===== config.mk =====
export PLATFORM = sky130hd
export DESIGN_NAME = traffic_phase_ctrl_flat
export DESIGN_NICKNAME = d
export VERILOG_FILES = /design/src/rtl/traffic_pkg.sv /design/src/rtl/traffic_phase_ctrl_if.sv /design/src/rtl/phase_timer.sv /design/src/rtl/traffic_phase_ctrl.sv /design/src/flat_wrapper.sv
export SDC_FILE = /design/constraint.sdc
export NUM_CORES = 1
export LEC_CHECK = 0
export CAP_MARGIN = 20
export CORE_MARGIN = 4
export CORE_UTILIZATION = 55
export DETAILED_ROUTE_END_ITERATION = 7
export GPL_ROUTABILITY_DRIVEN = 0
export PLACE_DENSITY = 0.85
export SYNTH_ARGS = -nofsm -noshare
export SYNTH_HDL_FRONTEND = slang
export SYNTH_SLANG_ARGS = --single-unit

===== constraint.sdc =====
create_clock -name clk -period 2.9 [get_ports clk]
set_clock_uncertainty 0.05 [all_clocks]
set_input_delay 0.435 -clock clk [delete_from_list [all_inputs] [get_ports clk]]
set_output_delay 0.435 -clock clk [all_outputs]
set_load 0.005 [all_outputs]

===== src/rtl/traffic_pkg.sv =====
// Shared types, default timing and the round-robin phase picker for the
// N-phase traffic controller.
package traffic_pkg;

  // Controller states.
  typedef enum logic [2:0] {
    IDLE   = 3'd0,
    GREEN  = 3'd1,
    YELLOW = 3'd2,
    ALLRED = 3'd3,
    FLASH  = 3'd4
  } state_t;

  // Default geometry and durations (clk cycles).
  localparam int DEF_NUM_PHASE = 2;
  localparam int DEF_TMR_W     = 8;
  localparam int DEF_GREEN_T   = 20;
  localparam int DEF_YELLOW_T  = 4;
  localparam int DEF_ALLRED_T  = 2;
  localparam int DEF_FLASH_T   = 8;

  // The picker works on a fixed-size demand vector; NUM_PHASE must not exceed MAX_PHASE.
  localparam int MAX_PW    = 5;
  localparam int MAX_PHASE = 1 << MAX_PW;

  // First demanded phase after cur (cur+1, cur+2, ... wrapping at n-1, cur itself
  // last). With no demand at all the result is simply cur+1 modulo n. Wrap is an
  // explicit compare so non-power-of-two phase counts behave correctly.
  function automatic logic [MAX_PW-1:0] next_phase(
    input logic [MAX_PW-1:0]    cur,
    input logic [MAX_PHASE-1:0] req,
    input int                   n
  );
    logic [MAX_PW-1:0] last;
    logic [MAX_PW-1:0] idx;
    logic [MAX_PW-1:0] res;
    logic              found;
    last  = MAX_PW'(n - 1);
    res   = (cur == last) ? '0 : cur + 1'b1;
    idx   = cur;
    found = 1'b0;
    for (int k = 0; k < MAX_PHASE; k++) begin
      if (k < n) begin
        idx = (idx == last) ? '0 : idx + 1'b1;
        if (!found && req[idx]) begin
          res   = idx;
          found = 1'b1;
        end
      end
    end
    return res;
  endfunction

endpackage


===== src/rtl/traffic_phase_ctrl_if.sv =====
// Run/flash/demand inputs and lamp/status outputs of the traffic controller.
interface traffic_phase_ctrl_if #(
  parameter int NUM_PHASE = 2
);
  localparam int PW = (NUM_PHASE > 1) ? $clog2(NUM_PHASE) : 1;

  logic                 start;
  logic                 flash;
  logic [NUM_PHASE-1:0] req;
  logic [NUM_PHASE-1:0] r;
  logic [NUM_PHASE-1:0] g;
  logic [NUM_PHASE-1:0] y;
  logic [PW-1:0]        phase;
  logic                 busy;

  // Supervisor / detector side.
  modport master (
    output start, flash, req,
    input  r, g, y, phase, busy
  );

  // Controller side.
  modport slave (
    input  start, flash, req,
    output r, g, y, phase, busy
  );
endinterface


===== src/rtl/phase_timer.sv =====
// Loadable saturating down counter with a registered "count is zero" flag.
// Load wins over enable; the flag always tracks the stored count.
module phase_timer #(
  parameter int TMR_W = 8
) (
  input  logic             clk,
  input  logic             reset,
  input  logic             load,
  input  logic [TMR_W-1:0] load_val,
  input  logic             enable,
  output logic             zero
);
  logic [TMR_W-1:0] count_reg;
  logic             zero_reg;

  // Load, or count down and stop at zero, keeping the zero flag in step.
  always_ff @(posedge clk) begin
    if (reset) begin
      count_reg <= '0;
      zero_reg  <= 1'b1;
    end else if (load) begin
      count_reg <= load_val;
      zero_reg  <= (load_val == '0);
    end else if (enable && (count_reg != '0)) begin
      count_reg <= count_reg - 1'b1;
      zero_reg  <= (count_reg == TMR_W'(1));
    end
  end

  assign zero = zero_reg;
endmodule


===== src/rtl/traffic_phase_ctrl.sv =====
// N-phase traffic-light controller: round-robin green/yellow/all-red
// sequencing with rest-in-green and a flashing-yellow fault mode.
// Lamps, phase and busy are all registered and change on the same edge
// as the state.
module traffic_phase_ctrl
  import traffic_pkg::*;
#(
  parameter int NUM_PHASE = DEF_NUM_PHASE,
  parameter int TMR_W     = DEF_TMR_W,
  parameter int GREEN_T   = DEF_GREEN_T,
  parameter int YELLOW_T  = DEF_YELLOW_T,
  parameter int ALLRED_T  = DEF_ALLRED_T,
  parameter int FLASH_T   = DEF_FLASH_T
) (
  input  logic               clk,
  input  logic               reset,
  traffic_phase_ctrl_if.slave bus
);
  localparam int PW = (NUM_PHASE > 1) ? $clog2(NUM_PHASE) : 1;

  // Timer loads are DUR-1 so each state lasts exactly DUR cycles.
  localparam logic [TMR_W-1:0] GREEN_LD  = TMR_W'(GREEN_T - 1);
  localparam logic [TMR_W-1:0] YELLOW_LD = TMR_W'(YELLOW_T - 1);
  localparam logic [TMR_W-1:0] ALLRED_LD = TMR_W'(ALLRED_T - 1);
  localparam logic [TMR_W-1:0] FLASH_LD  = TMR_W'(FLASH_T - 1);

  state_t               state_reg, state_next;
  logic [PW-1:0]        phase_reg, phase_next, phase_rr;
  logic                 blink_reg, blink_next;
  logic                 busy_reg, busy_next;
  logic [NUM_PHASE-1:0] r_reg, g_reg, y_reg;
  logic [NUM_PHASE-1:0] r_next, g_next, y_next;
  logic [NUM_PHASE-1:0] own_oh, own_next_oh;

  logic                 tmr_load, tmr_zero;
  logic [TMR_W-1:0]     tmr_val;
  logic                 blk_load, blk_zero, blk_en;
  logic [TMR_W-1:0]     blk_val;

  // Phase-duration timer.
  phase_timer #(.TMR_W(TMR_W)) u_state_tmr (
    .clk      (clk),
    .reset    (reset),
    .load     (tmr_load),
    .load_val (tmr_val),
    .enable   (1'b1),
    .zero     (tmr_zero)
  );

  // Blink half-period divider, only running while flashing.
  phase_timer #(.TMR_W(TMR_W)) u_blink_tmr (
    .clk      (clk),
    .reset    (reset),
    .load     (blk_load),
    .load_val (blk_val),
    .enable   (blk_en),
    .zero     (blk_zero)
  );

  assign blk_en   = (state_reg == FLASH);
  assign phase_rr = PW'(next_phase(MAX_PW'(phase_reg), MAX_PHASE'(bus.req), NUM_PHASE));

  // Per-phase decode of the current owner and of the next lamp pattern.
  for (genvar gi = 0; gi < NUM_PHASE; gi++) begin : g_lamp
    assign own_oh[gi]      = (phase_reg == PW'(gi));
    assign own_next_oh[gi] = (phase_next == PW'(gi));
    assign g_next[gi]      = (state_next == GREEN) && own_next_oh[gi];
    assign y_next[gi]      = ((state_next == YELLOW) && own_next_oh[gi]) ||
                             ((state_next == FLASH) && blink_next);
    assign r_next[gi]      = (state_next != FLASH) && !g_next[gi] && !y_next[gi];
  end

  assign busy_next = (state_next != IDLE);

  // Next-state, next-phase and timer-load decisions; flash overrides everything.
  always_comb begin
    state_next = state_reg;
    phase_next = phase_reg;
    blink_next = blink_reg;
    tmr_load   = 1'b0;
    tmr_val    = '0;
    blk_load   = 1'b0;
    blk_val    = FLASH_LD;
    if (bus.flash) begin
      state_next = FLASH;
      if (state_reg != FLASH) begin
        blink_next = 1'b1;
        blk_load   = 1'b1;
      end else if (blk_zero) begin
        blink_next = !blink_reg;
        blk_load   = 1'b1;
      end
    end else begin
      case (state_reg)
        IDLE: begin
          if (bus.start) begin
            state_next = GREEN;
            tmr_load   = 1'b1;
            tmr_val    = GREEN_LD;
          end
        end
        GREEN: begin
          // Rest in green until another phase asks for service.
          if (tmr_zero && ((bus.req & ~own_oh) != '0)) begin
            state_next = YELLOW;
            tmr_load   = 1'b1;
            tmr_val    = YELLOW_LD;
          end
        end
        YELLOW: begin
          if (tmr_zero) begin
            state_next = ALLRED;
            tmr_load   = 1'b1;
            tmr_val    = ALLRED_LD;
          end
        end
        ALLRED: begin
          // Run enable is only looked at here, so a cycle always completes.
          if (tmr_zero) begin
            if (!bus.start) begin
              state_next = IDLE;
            end else begin
              state_next = GREEN;
              phase_next = phase_rr;
              tmr_load   = 1'b1;
              tmr_val    = GREEN_LD;
            end
          end
        end
        FLASH: begin
          // Leaving flash always restarts through a full clearance interval.
          state_next = ALLRED;
          tmr_load   = 1'b1;
          tmr_val    = ALLRED_LD;
        end
        default: begin
          state_next = IDLE;
        end
      endcase
    end
  end

  // State and registered outputs.
  always_ff @(posedge clk) begin
    if (reset) begin
      state_reg <= IDLE;
      phase_reg <= '0;
      blink_reg <= 1'b0;
      busy_reg  <= 1'b0;
      r_reg     <= '1;
      g_reg     <= '0;
      y_reg     <= '0;
    end else begin
      state_reg <= state_next;
      phase_reg <= phase_next;
      blink_reg <= blink_next;
      busy_reg  <= busy_next;
      r_reg     <= r_next;
      g_reg     <= g_next;
      y_reg     <= y_next;
    end
  end

  assign bus.r     = r_reg;
  assign bus.g     = g_reg;
  assign bus.y     = y_reg;
  assign bus.phase = phase_reg;
  assign bus.busy  = busy_reg;
endmodule


===== src/flat_wrapper.sv =====
// flat-port wrapper written by rule: the top's interface ports become plain ports
module traffic_phase_ctrl_flat import traffic_pkg::*;
#(
  parameter int NUM_PHASE = DEF_NUM_PHASE,
  parameter int TMR_W     = DEF_TMR_W,
  parameter int GREEN_T   = DEF_GREEN_T,
  parameter int YELLOW_T  = DEF_YELLOW_T,
  parameter int ALLRED_T  = DEF_ALLRED_T,
  parameter int FLASH_T   = DEF_FLASH_T
)
  (clk, reset, bus_start, bus_flash, bus_req, bus_r, bus_g, bus_y, bus_phase, bus_busy);
  traffic_phase_ctrl_if #(.NUM_PHASE(NUM_PHASE)) bus_i ();
  input  logic clk;
  input  logic reset;
  input wire logic [$bits(bus_i.start)-1:0] bus_start;
  input wire logic [$bits(bus_i.flash)-1:0] bus_flash;
  input wire logic [$bits(bus_i.req)-1:0] bus_req;
  output wire logic [$bits(bus_i.r)-1:0] bus_r;
  output wire logic [$bits(bus_i.g)-1:0] bus_g;
  output wire logic [$bits(bus_i.y)-1:0] bus_y;
  output wire logic [$bits(bus_i.phase)-1:0] bus_phase;
  output wire logic [$bits(bus_i.busy)-1:0] bus_busy;
  assign bus_i.start = bus_start;
  assign bus_i.flash = bus_flash;
  assign bus_i.req = bus_req;
  assign bus_r = bus_i.r;
  assign bus_g = bus_i.g;
  assign bus_y = bus_i.y;
  assign bus_phase = bus_i.phase;
  assign bus_busy = bus_i.busy;
  traffic_phase_ctrl #(.NUM_PHASE(NUM_PHASE), .TMR_W(TMR_W), .GREEN_T(GREEN_T), .YELLOW_T(YELLOW_T), .ALLRED_T(ALLRED_T), .FLASH_T(FLASH_T)) u_core (.clk(clk), .reset(reset), .bus(bus_i));
endmodule

==> results.toml <==
[cts]
clock-sinks = 30
clockBufferDepth = 2
post_cts_buffers = 0
clockRootBuffer = "clkbuf_4"
cts.hold.buffers_added = 0
cts_resized = 0
insertion_delay_ps = 330
path_clk_slew_ps = 90
cts_tree = "done"
cts_buffers = 5
htree_num_levels = 2

[power_and_ir_drop]
leakagePower_nw = 0.676
p_total_mw = 1.34
vdd.ir_drop.worst_mv = 0.705
power_density_mw_per_mm2 = 743

[route]
drc_errors = 0
wl_mm = 3.32
wl_per_cell_um = 14.5
vias = 1421
drtIter0Drc = 76
dr.pass1.iters = 4
drt.antenna.violating_nets = 0
via_per_inst = 6.21

[worst_setup_path]
crit_fanout = 10
critPathSlowestCell = "or4_1"
start_kind = "register"
cp.required_ps = 3110
cp_cell_sequence = "nor3b_1, o21ai_0, or4_1, a21oi_1"
arrival_ps = 2250
r2r_setup_slack_ps = 860
worst_setup_path_end_kind = "register"
worstSetupPathType = "register to register"
slowest_delay_ps = 580

[synth]
async_flop_share_pct = 0
synth_nets = 192
ys_types = 43
ys_seq_area_share_pct = 38.1
synth-edff-count = 0
syn_area_mm2 = 0.00158
ys_ff_latch = 30
yosys_most_used_dff = "dfxtp_1"
syn-mean-instance-area_um2 = 8.70
synthCells = 181
yosys_warnings = 0

[finish]
design_area_mm2 = 0.00181
final_common_cell = "dfxtp_1"
n_antenna_cell = 0
ff_latch_area_um2 = 601
fillCellCount = 217
area_delta_synth_final_pct = 14.8
drive_gt1_share_pct = 10.1
final_cell_mix = "30 x dfxtp_1, 16 x a21oi_1, 14 x nor2_1"
multi_input_area_um2 = 933
utilization_pct = 65.6
finalNetCount = 208
instances_no_fill = 229

[place]
dp_hpwl_mm = 2.45
placedCellCount = 221
place_area_mm2 = 0.00173
io_buffers = 13

[global_routing]
grt_pass1_wl_mm = 5.66
grt_use_met1_pct = 24.4
use_met2_pct = 33.2
grt_max_degree = 14
grtUsageMet3_pct = 6.71
antenna_found_initial = 0
first_global_vias = 1262
busiest_layer = "met2"
grt_overflow = 0
grt_usage_pct = 20.6

[floorplan]
rows = 19
dieHeight_um = 61.5
core-area_mm2 = 0.00276
dieArea_mm2 = 0.00378
start_util_pct = 57.1
ios = 14
die_w_um = 61.5

[sta]
rsz0062_at_grt = "false"
hold_viol_final = 0
setup_viol = 0
tightest_slew_ps = 696
fin_tns_setup_ps = 0
max_freq_mhz = 491
fin_crit_ps = 2040
slew_violations = 0
relSlewSlack_pct = 53.2
post-route-period-util_pct = 70.3

[outcome]
status = "finished clean"

[job]
maxCapViolations = 0

[worst_hold_path]
min_path_type = "register to register"
-- cell usage after synthesis, types with 4 or more instances --
cell type,n,area share (%)
dfxtp_1,30,38
a21oi_1,16,5.1
nor2_1,14,3.3
o21ai_0,12,3.8
nand2_1,8,1.9
inv_1,7,1.7
ha_1,5,4.0
nand3_1,5,1.6
o211ai_1,5,2.4
xor2_1,5,2.8
a211oi_1,4,1.9
clkbuf_1,4,0.95
nand4_1,4,1.6
nor3_1,4,1.3
or3b_2,4,2.2
xnor2_1,4,2.2
-- area by class of cell --
| cell class | count | share of cell area, % |
|---|---|---|
| clock buffers | 8 | 4.36 |
| inverters | 7 | 1.45 |
| multi-input cells | 140 | 51.6 |
| flip-flops and latches | 30 | 33.2 |
| well taps | 31 | 2.15 |
| repair buffers | 13 | 7.20 |
-- metrics by stage --
stage	hold WS, ps	worst slack (ps)
floorplan	411	1160
global placement	421	816
detailed placement	457	758
CTS	472	875
global route	503	662
finish	464	863
-- routing by layer --
metal	vias to the layer above	part of all wire (%)
met5	-	0
met4	0	2.6
met3	12	5.1
met2	32	49
met1	666	43
li1	711	-
-- final timing paths --
path	start	to	depth (start not counted)
setup / recovery	u_core.state_reg[2]	u_core.u_blink_tmr.count_reg[7]	4
hold / removal	u_core.u_state_tmr.count_reg[6]	u_core.u_state_tmr.count_reg[6]	2
setup reg to reg	u_core.state_reg[2]	u_core.u_blink_tmr.count_reg[7]	4
hold reg to reg	u_core.u_state_tmr.count_reg[6]	u_core.u_state_tmr.count_reg[6]	2
-- critical path: cells and delay by family, from the launching register on --
family / cells / cell delay [ps]
flip-flops: 1 / 480
AO/OA/AOI/OAI: 2 / 470
AND/OR/NAND/NOR: 2 / 970
-- kinds of logic (layout without fill, tap and decap cells) --
group / after synthesis / after routing / synth area share, %
muxes: 6 / 6 / 4.05
AOI/OAI and AO/OA: 51 / 51 / 20.6
buffers and inverters: 11 / 28 / 2.62
and+or+nand+nor: 69 / 69 / 25.7
adders and majority gates: 5 / 5 / 3.97
xor gates and xnor gates: 9 / 9 / 5.00
DFF: 30 / 30 / 38.1
-- report_power, final --
part	total [mW]	switching (mW)	leakage, nW	internal (mW)
combinational	0.470	0.243	0.384	0.227
clock	0.303	0.137	0.0446	0.165
sequential	0.570	0.0866	0.248	0.483
Note: power is estimated with default switching activity, not from simulation.
